File: src/rtl/data_memory_responder_pkg.sv
// Shared data-memory types: access sizes, fault causes, responder states
// and the default geometry of the CPU data segment.
package data_memory_responder_pkg;

  typedef logic [31:0] data_t;
  typedef logic [31:0] data_addr_t;

  // Default RAM geometry: 128 words starting at the data segment base.
  localparam int unsigned DATA_CAPACITY        = 128;
  localparam data_addr_t  DATA_OFFSET          = 32'h1001_0000;
  localparam int unsigned DATA_MEM_WAIT_STATES = 1;

  typedef enum logic [1:0] {
    SIZE_BYTE = 2'd0,
    SIZE_HALF = 2'd1,
    SIZE_WORD = 2'd2,
    SIZE_BAD  = 2'd3
  } access_size_e;

  typedef enum logic [1:0] {
    FAULT_NONE       = 2'd0,
    FAULT_MISALIGNED = 2'd1,
    FAULT_RANGE      = 2'd2,
    FAULT_SIZE       = 2'd3
  } fault_cause_e;

  typedef enum logic [1:0] {
    ST_IDLE   = 2'd0,
    ST_ACCESS = 2'd1,
    ST_RESP   = 2'd2
  } data_mem_state_e;

  // True when a legal-size access at this address is not naturally aligned.
  function automatic logic is_misaligned(access_size_e size, logic [1:0] lane);
    logic mis;
    mis = 1'b0;
    case (size)
      SIZE_HALF: mis = lane[0];
      SIZE_WORD: mis = (lane != 2'b00);
      default:   mis = 1'b0;
    endcase
    return mis;
  endfunction

endpackage

File: src/rtl/data_memory_responder_lane_align.sv
// Little-endian byte-lane steering between the CPU's right-justified data
// and a 32-bit RAM word: store byte enables / replicated write data, and
// load lane selection with sign or zero extension.
module data_memory_responder_lane_align
  import data_memory_responder_pkg::*;
(
  input  access_size_e size_i,
  input  logic [1:0]   lane_i,
  input  logic         signed_i,
  input  data_t        wdata_i,
  input  data_t        rword_i,
  output logic [3:0]   byte_en_o,
  output data_t        wword_o,
  output data_t        rdata_ext_o
);

  logic [15:0] lane_half;

  // Bring the addressed lane(s) down to bit 0 before extension.
  assign lane_half = 16'(rword_i >> {lane_i, 3'b000});

  // Steer lanes according to size; illegal size never reaches the RAM.
  // NOTE: every output gets a default first so no path leaves a latch behind.
  always_comb begin
    byte_en_o   = 4'b0000;
    wword_o     = '0;
    rdata_ext_o = '0;
    case (size_i)
      SIZE_BYTE: begin
        byte_en_o   = 4'b0001 << lane_i;
        wword_o     = {4{wdata_i[7:0]}};
        rdata_ext_o = {{24{signed_i & lane_half[7]}}, lane_half[7:0]};
      end
      SIZE_HALF: begin
        byte_en_o   = 4'b0011 << lane_i;
        wword_o     = {2{wdata_i[15:0]}};
        rdata_ext_o = {{16{signed_i & lane_half[15]}}, lane_half};
      end
      SIZE_WORD: begin
        byte_en_o   = 4'b1111;
        wword_o     = wdata_i;
        rdata_ext_o = rword_i;
      end
      default: begin
        byte_en_o   = 4'b0000;
      end
    endcase
  end

endmodule

File: src/rtl/data_memory_responder.sv
// Memory-side responder for CPU data loads and stores. One request at a
// time: checks size/range/alignment at accept, waits WaitStates cycles,
// performs the word-RAM operation and holds the response until taken.
module data_memory_responder
  import data_memory_responder_pkg::*;
#(
  parameter int unsigned WaitStates  = DATA_MEM_WAIT_STATES,
  parameter int unsigned Capacity    = DATA_CAPACITY,
  parameter data_addr_t  BaseAddress = DATA_OFFSET
) (
  input  logic        clock,
  input  logic        reset,
  input  logic        req_valid,
  output logic        req_ready,
  input  logic        req_write,
  input  logic [1:0]  req_size,
  input  logic        req_signed,
  input  logic [31:0] req_addr,
  input  logic [31:0] req_wdata,
  output logic        resp_valid,
  input  logic        resp_ready,
  output logic [31:0] resp_rdata,
  output logic        resp_fault,
  output logic [1:0]  resp_fault_cause,
  output logic [31:0] resp_fault_addr
);

  localparam int unsigned IdxW       = (Capacity > 1) ? $clog2(Capacity) : 1;
  localparam data_addr_t  RangeBytes = data_addr_t'(Capacity) << 2;

  // Control state and latched request.
  data_mem_state_e state_q;
  logic [3:0]      cnt_q;
  logic            write_q;
  access_size_e    size_q;
  logic            signed_q;
  logic [1:0]      lane_q;
  logic [IdxW-1:0] idx_q;
  data_t           wdata_q;

  // Registered response.
  logic            resp_valid_q;
  data_t           rdata_q;
  logic            fault_q;
  fault_cause_e    cause_q;
  data_addr_t      fault_addr_q;

  // Accept-time decode of the incoming request.
  access_size_e    size_d;
  data_addr_t      req_off;
  fault_cause_e    cause_d;
  logic [IdxW-1:0] idx_d;

  // RAM and lane steering.
  data_t           mem_q [Capacity];
  data_t           rword;
  logic [3:0]      byte_en;
  data_t           wword;
  data_t           rdata_ext;
  logic            ram_op;
  logic            ram_we;

  assign req_ready = (state_q == ST_IDLE) && !reset;

  // Classify the presented request; offset wraps, so low addresses land out of range.
  always_comb begin
    size_d  = access_size_e'(req_size);
    req_off = req_addr - BaseAddress;
    idx_d   = req_off[IdxW+1:2];
    cause_d = FAULT_NONE;
    if (size_d == SIZE_BAD) begin
      cause_d = FAULT_SIZE;
    end else if (req_off >= RangeBytes) begin
      cause_d = FAULT_RANGE;
    end else if (is_misaligned(size_d, req_addr[1:0])) begin
      cause_d = FAULT_MISALIGNED;
    end
  end

  assign rword  = mem_q[idx_q];
  assign ram_op = (state_q == ST_ACCESS) && (cnt_q == 4'd0);
  // A reset on the commit edge must suppress the write.
  assign ram_we = ram_op && write_q && !reset;

  data_memory_responder_lane_align u_lane_align (
    .size_i      (size_q),
    .lane_i      (lane_q),
    .signed_i    (signed_q),
    .wdata_i     (wdata_q),
    .rword_i     (rword),
    .byte_en_o   (byte_en),
    .wword_o     (wword),
    .rdata_ext_o (rdata_ext)
  );

  // Request/response FSM with wait counter and registered response outputs.
  // NOTE: sequential state uses non-blocking assignments so every register samples pre-edge values.
  always_ff @(posedge clock) begin
    if (reset) begin
      state_q      <= ST_IDLE;
      cnt_q        <= '0;
      write_q      <= 1'b0;
      size_q       <= SIZE_BYTE;
      signed_q     <= 1'b0;
      lane_q       <= '0;
      idx_q        <= '0;
      wdata_q      <= '0;
      resp_valid_q <= 1'b0;
      rdata_q      <= '0;
      fault_q      <= 1'b0;
      cause_q      <= FAULT_NONE;
      fault_addr_q <= '0;
    end else begin
      case (state_q)
        ST_IDLE: begin
          // Reset is low here, so req_ready equals being in IDLE.
          if (req_valid) begin
            write_q  <= req_write;
            size_q   <= size_d;
            signed_q <= req_signed;
            lane_q   <= req_addr[1:0];
            idx_q    <= idx_d;
            wdata_q  <= req_wdata;
            cause_q  <= cause_d;
            if (cause_d != FAULT_NONE) begin
              state_q      <= ST_RESP;
              resp_valid_q <= 1'b1;
              fault_q      <= 1'b1;
              rdata_q      <= '0;
              fault_addr_q <= req_addr;
            end else begin
              state_q      <= ST_ACCESS;
              cnt_q        <= 4'(WaitStates);
              fault_q      <= 1'b0;
              fault_addr_q <= '0;
            end
          end
        end
        ST_ACCESS: begin
          if (cnt_q == 4'd0) begin
            state_q      <= ST_RESP;
            resp_valid_q <= 1'b1;
            rdata_q      <= write_q ? '0 : rdata_ext;
          end else begin
            cnt_q <= cnt_q - 4'd1;
          end
        end
        ST_RESP: begin
          if (resp_ready) begin
            state_q      <= ST_IDLE;
            resp_valid_q <= 1'b0;
          end
        end
        default: begin
          state_q <= ST_IDLE;
        end
      endcase
    end
  end

  // Byte-enabled RAM write on the final ACCESS edge of a legal store.
  // NOTE: the RAM array is deliberately not reset; only control state is, so contents survive reset.
  always_ff @(posedge clock) begin
    if (ram_we) begin
      for (int b = 0; b < 4; b++) begin
        if (byte_en[b]) begin
          mem_q[idx_q][8*b +: 8] <= wword[8*b +: 8];
        end
      end
    end
  end

  assign resp_valid       = resp_valid_q;
  assign resp_rdata       = rdata_q;
  assign resp_fault       = fault_q;
  assign resp_fault_cause = cause_q;
  assign resp_fault_addr  = fault_addr_q;

endmodule

File: config.mk
export PLATFORM = sky130hd
export DESIGN_NAME = data_memory_responder
export DESIGN_NICKNAME = d
export VERILOG_FILES = /design/src/rtl/data_memory_responder_pkg.sv /design/src/rtl/data_memory_responder_lane_align.sv /design/src/rtl/data_memory_responder.sv
export SDC_FILE = /design/constraint.sdc
export NUM_CORES = 2
export LEC_CHECK = 0
export BUFFER_PORTS_ARGS = -buffer_cell sky130_fd_sc_hd__buf_2
export CAP_MARGIN = 20
export CELL_PAD_IN_SITES_DETAIL_PLACEMENT = 0
export CELL_PAD_IN_SITES_GLOBAL_PLACEMENT = 1
export CORE_AREA = 2 2 610 612
export CTS_CLUSTER_SIZE = 14
export DETAILED_ROUTE_END_ITERATION = 10
export DIE_AREA = 0 0 612 614
export PLACE_DENSITY = 0.78
export SYNTH_ARGS = -nofsm -noshare
export SYNTH_HDL_FRONTEND = slang
export SYNTH_HIERARCHICAL = 1
export SYNTH_SLANG_ARGS = --single-unit
File: constraint.sdc
create_clock -name clock -period 7.7 [get_ports clock]
set_input_delay 1.54 -clock clock [delete_from_list [all_inputs] [get_ports clock]]
set_output_delay 1.54 -clock clock [all_outputs]
set_load 0.01 [all_outputs]
# == Yosys cells after proc, flatten, opt, wreduce, memory -nomap -nowiden ==
# Memory sizes are Yosys's and may differ from the RTL's. A register that Yosys moved wholly into a read port is not among the register bits.
# Cells that the tools add are included.
# classes
bitwise,2
order_cmp,1
shift,3
add_sub_neg,2
n_reduce_logical,17
n_eq_ne,13
mux,44
# ops
cell,count
$pmux 32 s3,2
$mux 32,5
$pmux 32 s2,1
$ge 32x10->1 const B,1
$shr 32x5->16,1
$sub 32x29->32 const B,1
$mux 1,20
$mux 7,2
$mux 2,6
$mux 4,3
$pmux 4 s3,1
$eq 2x2->1 const B,4
$ne 2x2->1 const B,4
$pmux 4 s2,1
$reduce_and 4->1,2
$eq 2x1->1 const B,3
$pmux 2 s3,1
$reduce_bool 2->1,3
$reduce_and 5->1,1
$logic_and 1x1->1,4
$logic_not 2->1,2
$logic_not 4->1,1
$ne 2x1->1 const B,2
$shl 1x2->4 const A,1
other kinds (9),10
# totals
elab_cells,96
n_memories,1
output_inout_bits,69
in_bits,72
ff_bits,119
ramBits,4096
# mem_list
name,words,word_bits,rd,rd_ports_with_merged_regs,write_ports,line_no,source
mem_q,128,32,1,1,1,data_memory_responder.sv:55,data_t mem_q [Capacity];

# == Logic depth before layout (Yosys ltp) ==
# logic_depth
ltp_word,11
depth_mapped,18
mapped_depth_nobuf,11

# == Modules after synthesis ==
# Netlist, hierarchy kept.
# modules_own_cells
module,area_each_um2,cells_per_inst,instances
data_memory_responder,164222.5,9270,1
data_memory_responder_lane_align,1233.7,200,1

# == Worst setup path before layout ==
# No wires, ideal clock.
# synth_path
kind,reg2reg
start,register size_q[1]
end,memory mem_q[0][10] (netlist name) (data pin)
required_time_ns,6.503
period_less_slack_ns,7.410
slack_ns,0.290
stages_incl_launch_ff,6
setup_ns,1.197
arrival_ns,6.213
cell_sequence,dfxtp_1 -> buf_2 -> buf_1 -> buf_1 -> a21oi_1 -> o21ai_0
# synth_via
elab_chain_cells,2
# synth_rtl
item,line_no,source
start: declaration,data_memory_responder.sv:35,access_size_e size_q;
start signal: assignment,data_memory_responder.sv:119,size_q <= size_d;
$eq 2x2->1 (tied with other cells),data_memory_responder_lane_align.sv:28,case (size_i)
$pmux 32 s3 *,data_memory_responder_lane_align.sv:28,
via wword[10],data_memory_responder.sv:58,data_t wword;
end: declaration,data_memory_responder.sv:55,
# Mark *: on every way through the listed nets, which the timed path passes. The rest lies on a longest branch.

==> results.toml <==
[run_status]
status = "completed"

[synth]
synthAdderAreaFrac = 0.000378
synth-simple-area-share = 0.0615
ys_seq_elements = 4222
synth_top_family_by_area = "multiplexers"
synth_cells = 9470
synth_area_mm2 = 0.165
syn_nets = 9547
muxShareOfSynthArea = 0.102
ys_seq_area_frac = 0.759
yosysUniqueCellTypes = 65
synth_top_flop_cell = "edfxtp_1"
synthXorXnorAreaFrac = 0.0000529
syn_area_per_cell_um2 = 17.5
ys_warn_count = 6
synth_edf_count = 4096
async_reset_ff_frac = 0
synth_compound_area_frac = 0.0590

[worst_setup_path]
cp_max_fo = 38
worstRegToRegCells = 12
required_ns = 8.55
cp_data_arrival_time_ns = 6.40
startpoint_type = "flip-flop"
path_class = "flip-flop to flip-flop"
r2r-end = "resp_rdata[30]"
end_kind = "flip-flop"
reg2reg_setup_slack_ns = 2.15

[clock_tree]
cts_hold_buf = 0
clk_pin_slew_ns = 0.06
cts_num_sinks = 4222
cts.path.max_buffers = 4
h-tree-depth = 5
cts-root-buf = "clkbuf_16"
insertion_delay_ns = 0.96
ctsResizeCount = 0
cts_tree = "yes"
post-cts-setup-buffers = 0
cts_made_buffers = 411

[run]
drv_cap = 0

[timing]
tightest_slew_ns = 1.28
rsz0062_at_grt = "no"
setup_violations = 0
fin_setup_tns_ns = 0
hold_viol_final = 0
slew_viol_final = 0
fin_crit_ns = 5.55
max_freq_ghz = 0.180
fin_ws_ns = 2.15
slew_headroom = 0.141
fin_crit_sh = 0.721
worst_hold_slack_ns = 0.452
finClkSkew_ns = 0.0918

[detailed_routing]
drc = 0
top_layer = "met5"
met2WireLength_mm = 214
drt-wirelength-per-cell_um = 31.1
wirelength_mm = 466
drt_iter0_markers = 12700
dr.pass1.iters = 9
met1_length_mm = 175
ant_nets = 0
vias = 91100
wl_met3_mm = 49.7
via_per_inst = 6.09

[global_routing]
grt_max_degree = 169
grt_usage = 0.243
antenna_found_initial = 37
grt_pass1_vias = 87900
grt_pass1_wl_mm = 652
grt-ovfl-total = 0

[layout]
fin_cells = 15000
layout_commonest_cell = "edfxtp_1"
finalNetCount = 9693
final_util = 0.501
final_area_mm2 = 0.185
layout-drive-gt1-share = 0.166
area_growth_pct = 12.0
final_cell_mix = "edfxtp_1 (4096), nor2_1 (663), nor2b_1 (525), a211oi_1 (522), mux2i_1 (521)"

[min_path]
holdPathEnd = "resp_fault_addr[26]"
min_path_cells = 2
hold_class = "flip-flop to flip-flop"
min-delay-start = "resp_fault_addr[26]"

[floorplan]
die_w_um = 612
ioPinCount = 141
die_area_mm2 = 0.376
core_mm2 = 0.370
die_h_um = 614
rows = 224
initial_utilization = 0.447

[place]
postPlaceCellArea_mm2 = 0.172
port_buffers = 140
dp_cells = 14200
place_ws_ns = 2.34
hpwlAfterDp_mm = 295
gp_congestion = 0.899

[power]
power_per_cell_area_mw_per_mm2 = 259
ir_drop_uv = 213
p_leak_nw = 54.3
total_power_mw = 48.1
[worst max-delay path, cell delays in order (launching register included)]
cell      delay (ns)
dfxtp_4         0.89
or4b_4          0.88
buf_4           0.41
a211oi_1        0.10
nor4_1          0.81
nand3_1         0.28
nand4_1         0.54
mux2_2          0.30
a32o_1          0.43
a32o_2          0.46
a21o_1          0.13
nand2_1         0.05
o21ai_1         0.09
[final cells by class]
class                      count  area [um^2]
multi-input combinational   4617        37300
tap                         4972         6220
sequential                  4222       126000
fill                       29600       185000
timing repair buffer         354         2850
antenna                       47          118
clock buffer                 509        10900
clock inverter               234         2350
inverter                      10         37.5
[cell usage after synthesis (3+ instances only)]
cell | n | share of area
mux4_2 | 384 | 0.052
nor3_1 | 13 | 0.00039
a21oi_1 | 96 | 0.0029
a211oi_1 | 522 | 0.024
buf_2 | 269 | 0.0081
nor4_1 | 262 | 0.0099
o21ai_0 | 38 | 0.0011
and2_1 | 9 | 0.00034
a21o_1 | 153 | 0.0069
nand4_1 | 34 | 0.0013
edfxtp_1 | 4096 | 0.74
nand3b_1 | 10 | 0.00045
or3_1 | 3 | 0.00011
nand2_1 | 362 | 0.0082
ha_1 | 5 | 0.00038
buf_6 | 36 | 0.0025
mux2i_1 | 521 | 0.032
clkbuf_1 | 265 | 0.0060
nand3_1 | 130 | 0.0039
o21ai_1 | 30 | 0.00091
nor3b_1 | 5 | 0.00023
a22oi_1 | 264 | 0.012
a22o_1 | 11 | 0.00058
a31oi_1 | 3 | 0.00011
buf_1 | 25 | 0.00057
o22ai_1 | 256 | 0.0097
mux2_2 | 264 | 0.018
nor2_1 | 667 | 0.015
nor2b_1 | 527 | 0.020
inv_1 | 9 | 0.00020
buf_4 | 25 | 0.0011
nand2b_1 | 9 | 0.00034
dfxtp_1 | 126 | 0.015
[cell families (layout without fill, tap and decap cells)]
group | Yosys count | in the layout
AO/OA/AOI/OAI | 1392 | 1392
XOR/XNOR | 1 | 1
adder cells (fa/ha/maj) | 5 | 5
buffers and inverters | 631 | 1107
flip-flops | 4222 | 4222
multiplexers | 1170 | 1170
other | 0 | 47
AND/OR/NAND/NOR | 2049 | 2049
[routing by layer]
layer | vias to the layer above | global-route usage
met3 | 1053 | 0.0688
li1 | 38200 | -
met4 | 35 | 0.123
met1 | 47100 | 0.315
met5 | - | 0.00633
met2 | 4794 | 0.374
[registers in the layout, summed over array words and instances, names as in the netlist, named ones only]
name / count
mem_q: 4096
resp_fault_addr: 32
resp_rdata: 32
wdata_q: 32
idx_q: 7
cnt_q: 4
lane_q: 2
resp_fault_cause: 2
size_q: 2
state_q: 2
resp_fault: 1
resp_valid: 1
signed_q: 1
write_q: 1
[power breakdown]
part           total (mW)  internal (mW)  switching [mW]
combinational        2.60          0.730            1.87
sequential           25.4           25.4          0.0530
clock                20.0           11.5            8.49
total                48.1           37.6            10.4
[how the worst max path moves through the flow]
stage                          end  slack, ns  cells past startpoint  startpoint
floorplan             mem_q[0][10]       0.29                      5   size_q[1]
global placement    resp_rdata[31]       2.28                     12   flip-flop
detailed placement  resp_rdata[30]       2.34                     12   flip-flop
CTS                 resp_rdata[19]       2.29                     12   flip-flop
global route        resp_rdata[25]       2.18                     12   flip-flop
finish              resp_rdata[30]       2.15                     12   flip-flop
Note: power is estimated with default switching activity, not from simulation.
